==> src/rtl/stack_engine.sv <==
// LIFO on a synchronous-read RAM: push, pop, replace (push+pop), peek at depth; sticky error flags.
// Pop and peek results appear one cycle after the request; a pop or replace wins the read port over a peek.
module stack_engine #(
  parameter int DATA_WIDTH = 12,
  parameter int ADDR_WIDTH = 8
) (
  input  logic                  clock,
  input  logic                  reset,
  input  logic                  push,
  input  logic [DATA_WIDTH-1:0] push_data,
  input  logic                  pop,
  output logic [DATA_WIDTH-1:0] pop_data,
  output logic                  pop_valid,
  input  logic                  peek_en,
  input  logic [ADDR_WIDTH-1:0] peek_offset,
  output logic [DATA_WIDTH-1:0] peek_data,
  output logic                  peek_valid,
  output logic                  peek_hit,
  output logic [ADDR_WIDTH:0]   count,
  output logic                  empty,
  output logic                  full,
  output logic                  overflow,
  output logic                  underflow,
  input  logic                  clear_err
);

  localparam int DEPTH = 1 << ADDR_WIDTH;
  localparam logic [ADDR_WIDTH:0] FULL_CNT = {1'b1, {ADDR_WIDTH{1'b0}}};
  localparam logic [ADDR_WIDTH:0] ONE      = {{ADDR_WIDTH{1'b0}}, 1'b1};

  logic [DATA_WIDTH-1:0] mem [DEPTH];
  logic [DATA_WIDTH-1:0] rd_q;
  logic [DATA_WIDTH-1:0] pop_hold_q, peek_hold_q;
  logic [ADDR_WIDTH:0]   count_q, count_d;
  logic                  empty_q, full_q;
  logic                  overflow_q, overflow_d, underflow_q, underflow_d;
  logic                  pop_valid_q, peek_valid_q, peek_hit_q;

  logic                  pop_acc, push_acc, replace, peek_go, peek_in, rd_en, wr_en;
  logic [ADDR_WIDTH:0]   top_ext, peek_ext;
  logic [ADDR_WIDTH-1:0] waddr, raddr;

  always_comb begin
    pop_acc  = pop && !empty_q;
    // A full stack still takes a push when it is paired with an accepted pop (replace).
    push_acc = push && (!full_q || pop_acc);
    replace  = push_acc && pop_acc;
    peek_go  = peek_en && !pop_acc;
    top_ext  = count_q - ONE;
    peek_ext = top_ext - {1'b0, peek_offset};
    peek_in  = {1'b0, peek_offset} < count_q;
    waddr    = replace ? top_ext[ADDR_WIDTH-1:0] : count_q[ADDR_WIDTH-1:0];
    raddr    = pop_acc ? top_ext[ADDR_WIDTH-1:0] : peek_ext[ADDR_WIDTH-1:0];
    wr_en    = push_acc && !reset;
    rd_en    = pop_acc || (peek_go && peek_in);

    count_d = count_q;
    if (push_acc && !pop_acc)      count_d = count_q + ONE;
    else if (pop_acc && !push_acc) count_d = count_q - ONE;

    overflow_d  = (push && !push_acc) ? 1'b1 : (clear_err ? 1'b0 : overflow_q);
    underflow_d = (pop && !pop_acc)   ? 1'b1 : (clear_err ? 1'b0 : underflow_q);
  end

  // Read and write in one edge give read-before-write on an address collision.
  always_ff @(posedge clock) begin
    if (wr_en) mem[waddr] <= push_data;
    if (rd_en) rd_q <= mem[raddr];
  end

  always_ff @(posedge clock) begin
    if (reset) begin
      count_q      <= '0;
      empty_q      <= 1'b1;
      full_q       <= 1'b0;
      overflow_q   <= 1'b0;
      underflow_q  <= 1'b0;
      pop_valid_q  <= 1'b0;
      peek_valid_q <= 1'b0;
      peek_hit_q   <= 1'b0;
      pop_hold_q   <= '0;
      peek_hold_q  <= '0;
    end else begin
      count_q      <= count_d;
      empty_q      <= (count_d == '0);
      full_q       <= (count_d == FULL_CNT);
      overflow_q   <= overflow_d;
      underflow_q  <= underflow_d;
      pop_valid_q  <= pop_acc;
      peek_valid_q <= peek_go;
      peek_hit_q   <= peek_go && peek_in;
      if (pop_valid_q)  pop_hold_q  <= rd_q;
      if (peek_valid_q) peek_hold_q <= peek_hit_q ? rd_q : '0;
    end
  end

  assign pop_data   = pop_valid_q ? rd_q : pop_hold_q;
  assign peek_data  = peek_valid_q ? (peek_hit_q ? rd_q : '0) : peek_hold_q;
  assign pop_valid  = pop_valid_q;
  assign peek_valid = peek_valid_q;
  assign peek_hit   = peek_hit_q;
  assign count      = count_q;
  assign empty      = empty_q;
  assign full       = full_q;
  assign overflow   = overflow_q;
  assign underflow  = underflow_q;

endmodule

==> config.mk <==
export PLATFORM = sky130hd
export DESIGN_NAME = stack_engine
export DESIGN_NICKNAME = d
export VERILOG_FILES = /design/src/rtl/stack_engine.sv
export SDC_FILE = /design/constraint.sdc
export NUM_CORES = 2
export LEC_CHECK = 0
export CAP_MARGIN = 20
export CORE_MARGIN = 2
export CORE_UTILIZATION = 57
export DETAILED_ROUTE_END_ITERATION = 12
export HOLD_SLACK_MARGIN = 0.1
export PLACE_DENSITY_LB_ADDON = 0.12
export SLEW_MARGIN = 20
export SYNTH_ARGS = -nofsm -noshare
export SYNTH_HDL_FRONTEND = slang
export SYNTH_SLANG_ARGS = --single-unit
==> constraint.sdc <==
create_clock -name clock -period 3.9 [get_ports clock]
set_input_delay 0.39 -clock clock [delete_from_list [all_inputs] [get_ports clock]]
set_output_delay 0.39 -clock clock [all_outputs]
set_load 0.02 [all_outputs]
# == After elaboration in Yosys (flattened, before gate mapping) ==
# Memory sizes are Yosys's and may differ from the RTL's. A register that Yosys moved wholly into a read port is not among the register bits.
# Index checks and enable logic that the tools add are counted.
# totals
ff_bits,40
ram_bits,3072
output_inout_bits,40
word_cells,48
memories,1
# classes
n_addsub,3
order_cmp,1
eq_ne,1
n_mux,12
reduce_logical,20
# mem_list
memory,words,width,rd,rd_clocked_by_memory_dff,wr,line,text
mem,256,12,1,1,1,31,logic [DATA_WIDTH-1:0] mem [DEPTH];
# ops
op,count
12-bit 2-to-1 mux,3
9-bit 2-to-1 mux,2
8-bit 2-to-1 mux,2
1-bit logical AND,10
"9-bit by 1-bit adder with 9-bit output, second input constant",1
"9-bit == test, second input constant",1
9-bit zero test,1
8-bit by 9-bit < comparator with 1-bit output,1
"9-bit by 1-bit subtractor with 9-bit output, second input constant",1
8-bit subtractor,1
1-bit zero test,5
1-bit 2-to-1 mux,5
2-bit nonzero test,2
1-bit logical OR,2

# == Logic depth before layout (Yosys ltp) ==
# logic_depth
ltp_word,9
depth_mapped,18
depth_no_buf,14

# == Worst setup path after synthesis ==
# Ideal clock, no wire load.
# synth_path
path_kind,reg2reg
from,"reg count_q[0], in the netlist count[0]"
to,"reg rd_q[2] (read register of mem), data pin"
setup_ps,256
arrival_ps,4103
slack_ps,-459
stages_incl_launch_ff,19
period_less_slack_ps,4359
cell_sequence,dfxtp_1 buf_2 inv_1 ha_1 clkbuf_1 xor2_1 ha_1 nand2_1 o21ai_0 xor2_1 nor2_1 xnor2_1 buf_4 buf_4 buf_2 mux4_2 a22oi_1 nand3_1 and4_1
# synth_between
elab_chain_cells,3
elab_cells_between_ends,6
classes_between,add/sub: 2; order compare: 1; mux: 1; reduce/logical: 2
# synth_lines
element,line,text
"start, declared",34,"logic [ADDR_WIDTH:0] count_q, count_d;"
"start signal, assigned",84,count_q <= count_d;
9-bit by 1-bit subtractor with 9-bit output or 8-bit by 9-bit < comparator with 1-bit output (tied branches),--,
8-bit subtractor or 1-bit logical AND (tied branches),"50, 55",
8-bit 2-to-1 mux or 1-bit logical OR (tied branches),"53, 55",
"end, declared",32,logic [DATA_WIDTH-1:0] rd_q;
# Several ways; a longest one is shown, not always the timed one.
# A chain may end at the register's enable or synchronous reset.

# == Worst setup path in the final report ==
# Ends and elaborated chain as after synthesis.

==> impl_results.md <==
* # IOs at 66
* Starting Density at approximately 57%
* DR top layer: met5
* CTS Buf Count at 329
* Post-Place Worst Slack at -1247 ps
* Total power density per cell area at 764.9 nW/um^2
* Failing checks: negative setup slack
* Rows at 169
* Clock sinks at 3124
* Pre-antenna DRT Iters at 6
* Share of cells above drive strength 1 at 33.87%
* Crit path capture type: flop
* Vias in the first global route at 61.02k
* Leakage power at ~0.046 uW
* Met1 WL at 124.1 mm
* Final wirelength at 310.6 mm
* GRT Total Usage at 28.82%
* Clock tree buffer depth at 4
* Metal2 WL at 147.6 mm
* WS Path Type: flop to flop
* Final hold viol count at 0
* Synth cell types at 60
* Xor and xnor fraction of the mapped netlist area at 0.1957%
* Total nets after synthesis at 5651
* Top FF cell, synth: edfxtp_1
* Main combinational cell family by area after synthesis: multiplexers
* Via density at 6.436
* Post-Syn Area at about 120000 um^2
* Post-synthesis register bit count at 3124
* Seq/Total Area, Yosys at 77.30%
* Initial DRC count at 8891
* Met3 wire length at between 20 and 30 mm
* Mapped Cells at between 5k and 6k
* Via count at 61.84k
* Slew margin rel. at 17.98%
* Ys async rst share at 0%
* Drc violations at 0
* Minimum clock period at between 4000 and 5000 ps
* Die width at 464.4 um
* P&R area growth vs syn at 19.42%
* Layout Utilization at 68.25%
* Fraction of the mapped netlist area in simple logic gates at 2.785%
* Post-synthesis mux area share at roughly 16%
* Initial antenna violation count at 14
* Final HPWL DP at 190.4 mm
* # nets final at approximately 6.6k
* WL/cell at about 32 um
* Pin slew with the least headroom to its limit at about 1200 ps
* Max IR drop VDD at between 0.0007 and 0.0008 V
* Hold_ws at 159.6 ps
* Final period util at 106.3%
* First-pass GRT wire length at 442.4 mm
* Overall power at about 110000 uW
* Latest clock arrival within the worst-skew pair at 950 ps
* Synth Area in Adders at 0.1926%
* Max-Cap Viols at 0
* H-tree lvl count at 5
* Synth Area in Compound Gates at 2.242%
* RD Place Congestion at about 0.87
* Largest net degree at the start of global routing at 141
* Clock slew at reported path FFs at 60 ps
* Status: finished, violations left
* DIE AREA at ~220000 um^2
* Max-slew violation count at 0
* Peak Freq at 241.2 MHz
* Syn_area_per_cell at 21.55 um^2
* Unrepaired setup endpoints after global routing: true
* GR Overflow Total at 0
* WP data arrival at a little under 5000 ps
* CP required at 4570 ps
* CTS tree: yes
* Post-synth EDFFs at 3084
* Max FO, Critical Path at 31
* Root Driver: clkbuf_16
* Final Skew at 57.79 ps
* HP Class: input port to flop
* Worst Setup Slack, final at -246.3 ps
* ANT nets after route at 0
* Critical Path Source Type: flop
* Core Footprint at 211500 um^2
* Die H at 464.4 um
* Warnings, synthesis at 0
* Port bufs at 65
* Final setup fails at 12
synthesized netlist by cell type, types with 2 or more instances:
cell,count,area share [%]
edfxtp_1,3084,77
mux4_2,852,16
nand2_1,376,1.2
nor2_1,292,0.91
clkbuf_1,199,0.62
a21oi_1,121,0.50
buf_2,115,0.48
a32oi_1,109,0.79
a22oi_1,101,0.63
nand3_1,66,0.27
dfxtp_1,40,0.66
nor2b_1,32,0.17
inv_1,30,0.093
o21ai_0,23,0.095
buf_1,21,0.065
xnor2_1,21,0.15
ha_1,17,0.18
mux2_2,12,0.11
and4_1,11,0.080
o21a_1,8,0.050
nor3_1,7,0.029
xor2_1,6,0.043
a21boi_0,5,0.031
nand2b_1,5,0.026
and2_1,4,0.021
o22ai_1,4,0.021
nor4_1,3,0.016
buf_4,2,0.012
clkinv_1,2,0.0062
mux2i_1,2,0.017
nand3b_1,2,0.012
nand4_1,2,0.010
nor3b_1,2,0.012
o21ai_1,2,0.0083
o31ai_1,2,0.012
or3_1,2,0.010
or4_1,2,0.012
registers in the layout (all words and copies together) (netlist names):
name / count
mem: 3072
peek_hold_q: 12
peek_valid: 1
pop_hold_q: 12
overflow: 1
pop_valid: 1
rd_q: 12
count: 9
empty: 1
underflow: 1
peek_hit: 1
full: 1
cell usage in the layout (no fill, tap or decap), types with 12 or more instances in the layout:
cell / netlist / routed
dlygate4sd3_1: 0 / 12
ha_1: 17 / 14
clkinv_2: 0 / 47
nand3_2: 0 / 17
xnor2_1: 21 / 20
a32oi_1: 109 / 109
mux4_2: 852 / 852
a21oi_1: 121 / 119
buf_8: 0 / 19
buf_6: 1 / 23
mux2_2: 12 / 12
a22oi_1: 101 / 59
edfxtp_1: 3084 / 3084
nor2b_1: 32 / 31
clkbuf_16: 0 / 347
buf_12: 0 / 181
nor2_1: 292 / 288
clkbuf_1: 199 / 67
a22oi_2: 0 / 42
nand2_2: 0 / 17
nand3_1: 66 / 41
buf_16: 0 / 29
bufinv_16: 0 / 23
inv_1: 30 / 26
clkdlybuf4s50_1: 0 / 52
nand2_1: 376 / 358
o21ai_0: 23 / 20
clkinv_1: 2 / 69
buf_4: 2 / 616
dfxtp_1: 40 / 38
per-layer routing:
metal  vias up  GRT usage (%)
met4         2          7.856
li1      25336              -
met3       518          5.023
met2      3107          44.53
met5         -              0
met1     32881          43.29
worst paths after layout:
kind	to	slack (ps)	depth (start not counted)	start
worst max-delay path	rd_q[2]	-250	15	count[0]
worst min-delay path	mem[33][7]	160	2	push_data[7]
worst max register to register	rd_q[2]	-250	15	count[0]
worst min register to register	overflow	580	2	overflow
power breakdown:
group          switching [uW]  total (uW)  internal (uW)
clock network           12400       29600          17200
registers                 279       37500          37200
logic                   22700       43200          20600
total                   35300      110000          75100
stage by stage:
step | std cells | TNS [ps] | instance area [um^2]
after global routing | 9604 | -3215 | 144300
after global placement | 8957 | -13620 | 132200
after detailed placement | 8957 | -13080 | 132200
after CTS | 9575 | -3034 | 143500
final | 9609 | -2235 | 144300
after floorplan | 5607 | 0 | 121000
layout make-up:
type,count,area (um^2)
clock buffer,405,8676
inverter,32,125.1
fill,13143,67140
clock inverter,159,1390
multi-input combinational,2113,26530
sequential,3124,93410
antenna,7,17.52
tap,2821,3530
timing repair buffer,948,10630
worst max-delay path: stages (launching register included):
cell and delay, ps:
dfxtp_4 370, inv_4 50, ha_4 260, inv_2 50
fa_1 510, nand2_2 70, o21ai_4 100, buf_12 180
buf_8 170, buf_16 210, mux4_2 350, mux4_2 560
a22oi_2 380, buf_4 180, nand3_1 170, and4_1 230
what timing repair did:
action                     CTS  global route
hold buffers                12             0
cloned                       8            12
buffers inserted            36            16
setup endpoints to repair   12            12
gates resized for setup    111            70
hold endpoints to repair   730             0
pin swaps                   21            12
cell families (layout without fill, tap and decap cells):
family | Yosys count | after routing
AOI/OAI and AO/OA | 389 | 389
xor gates and xnor gates | 27 | 27
adders and majority gates | 18 | 18
buffers and inverters | 370 | 1544
DFF | 3124 | 3124
muxes | 866 | 866
other | 0 | 7
and+or+nand+nor | 813 | 813
Power figures use the tool's default switching activity.
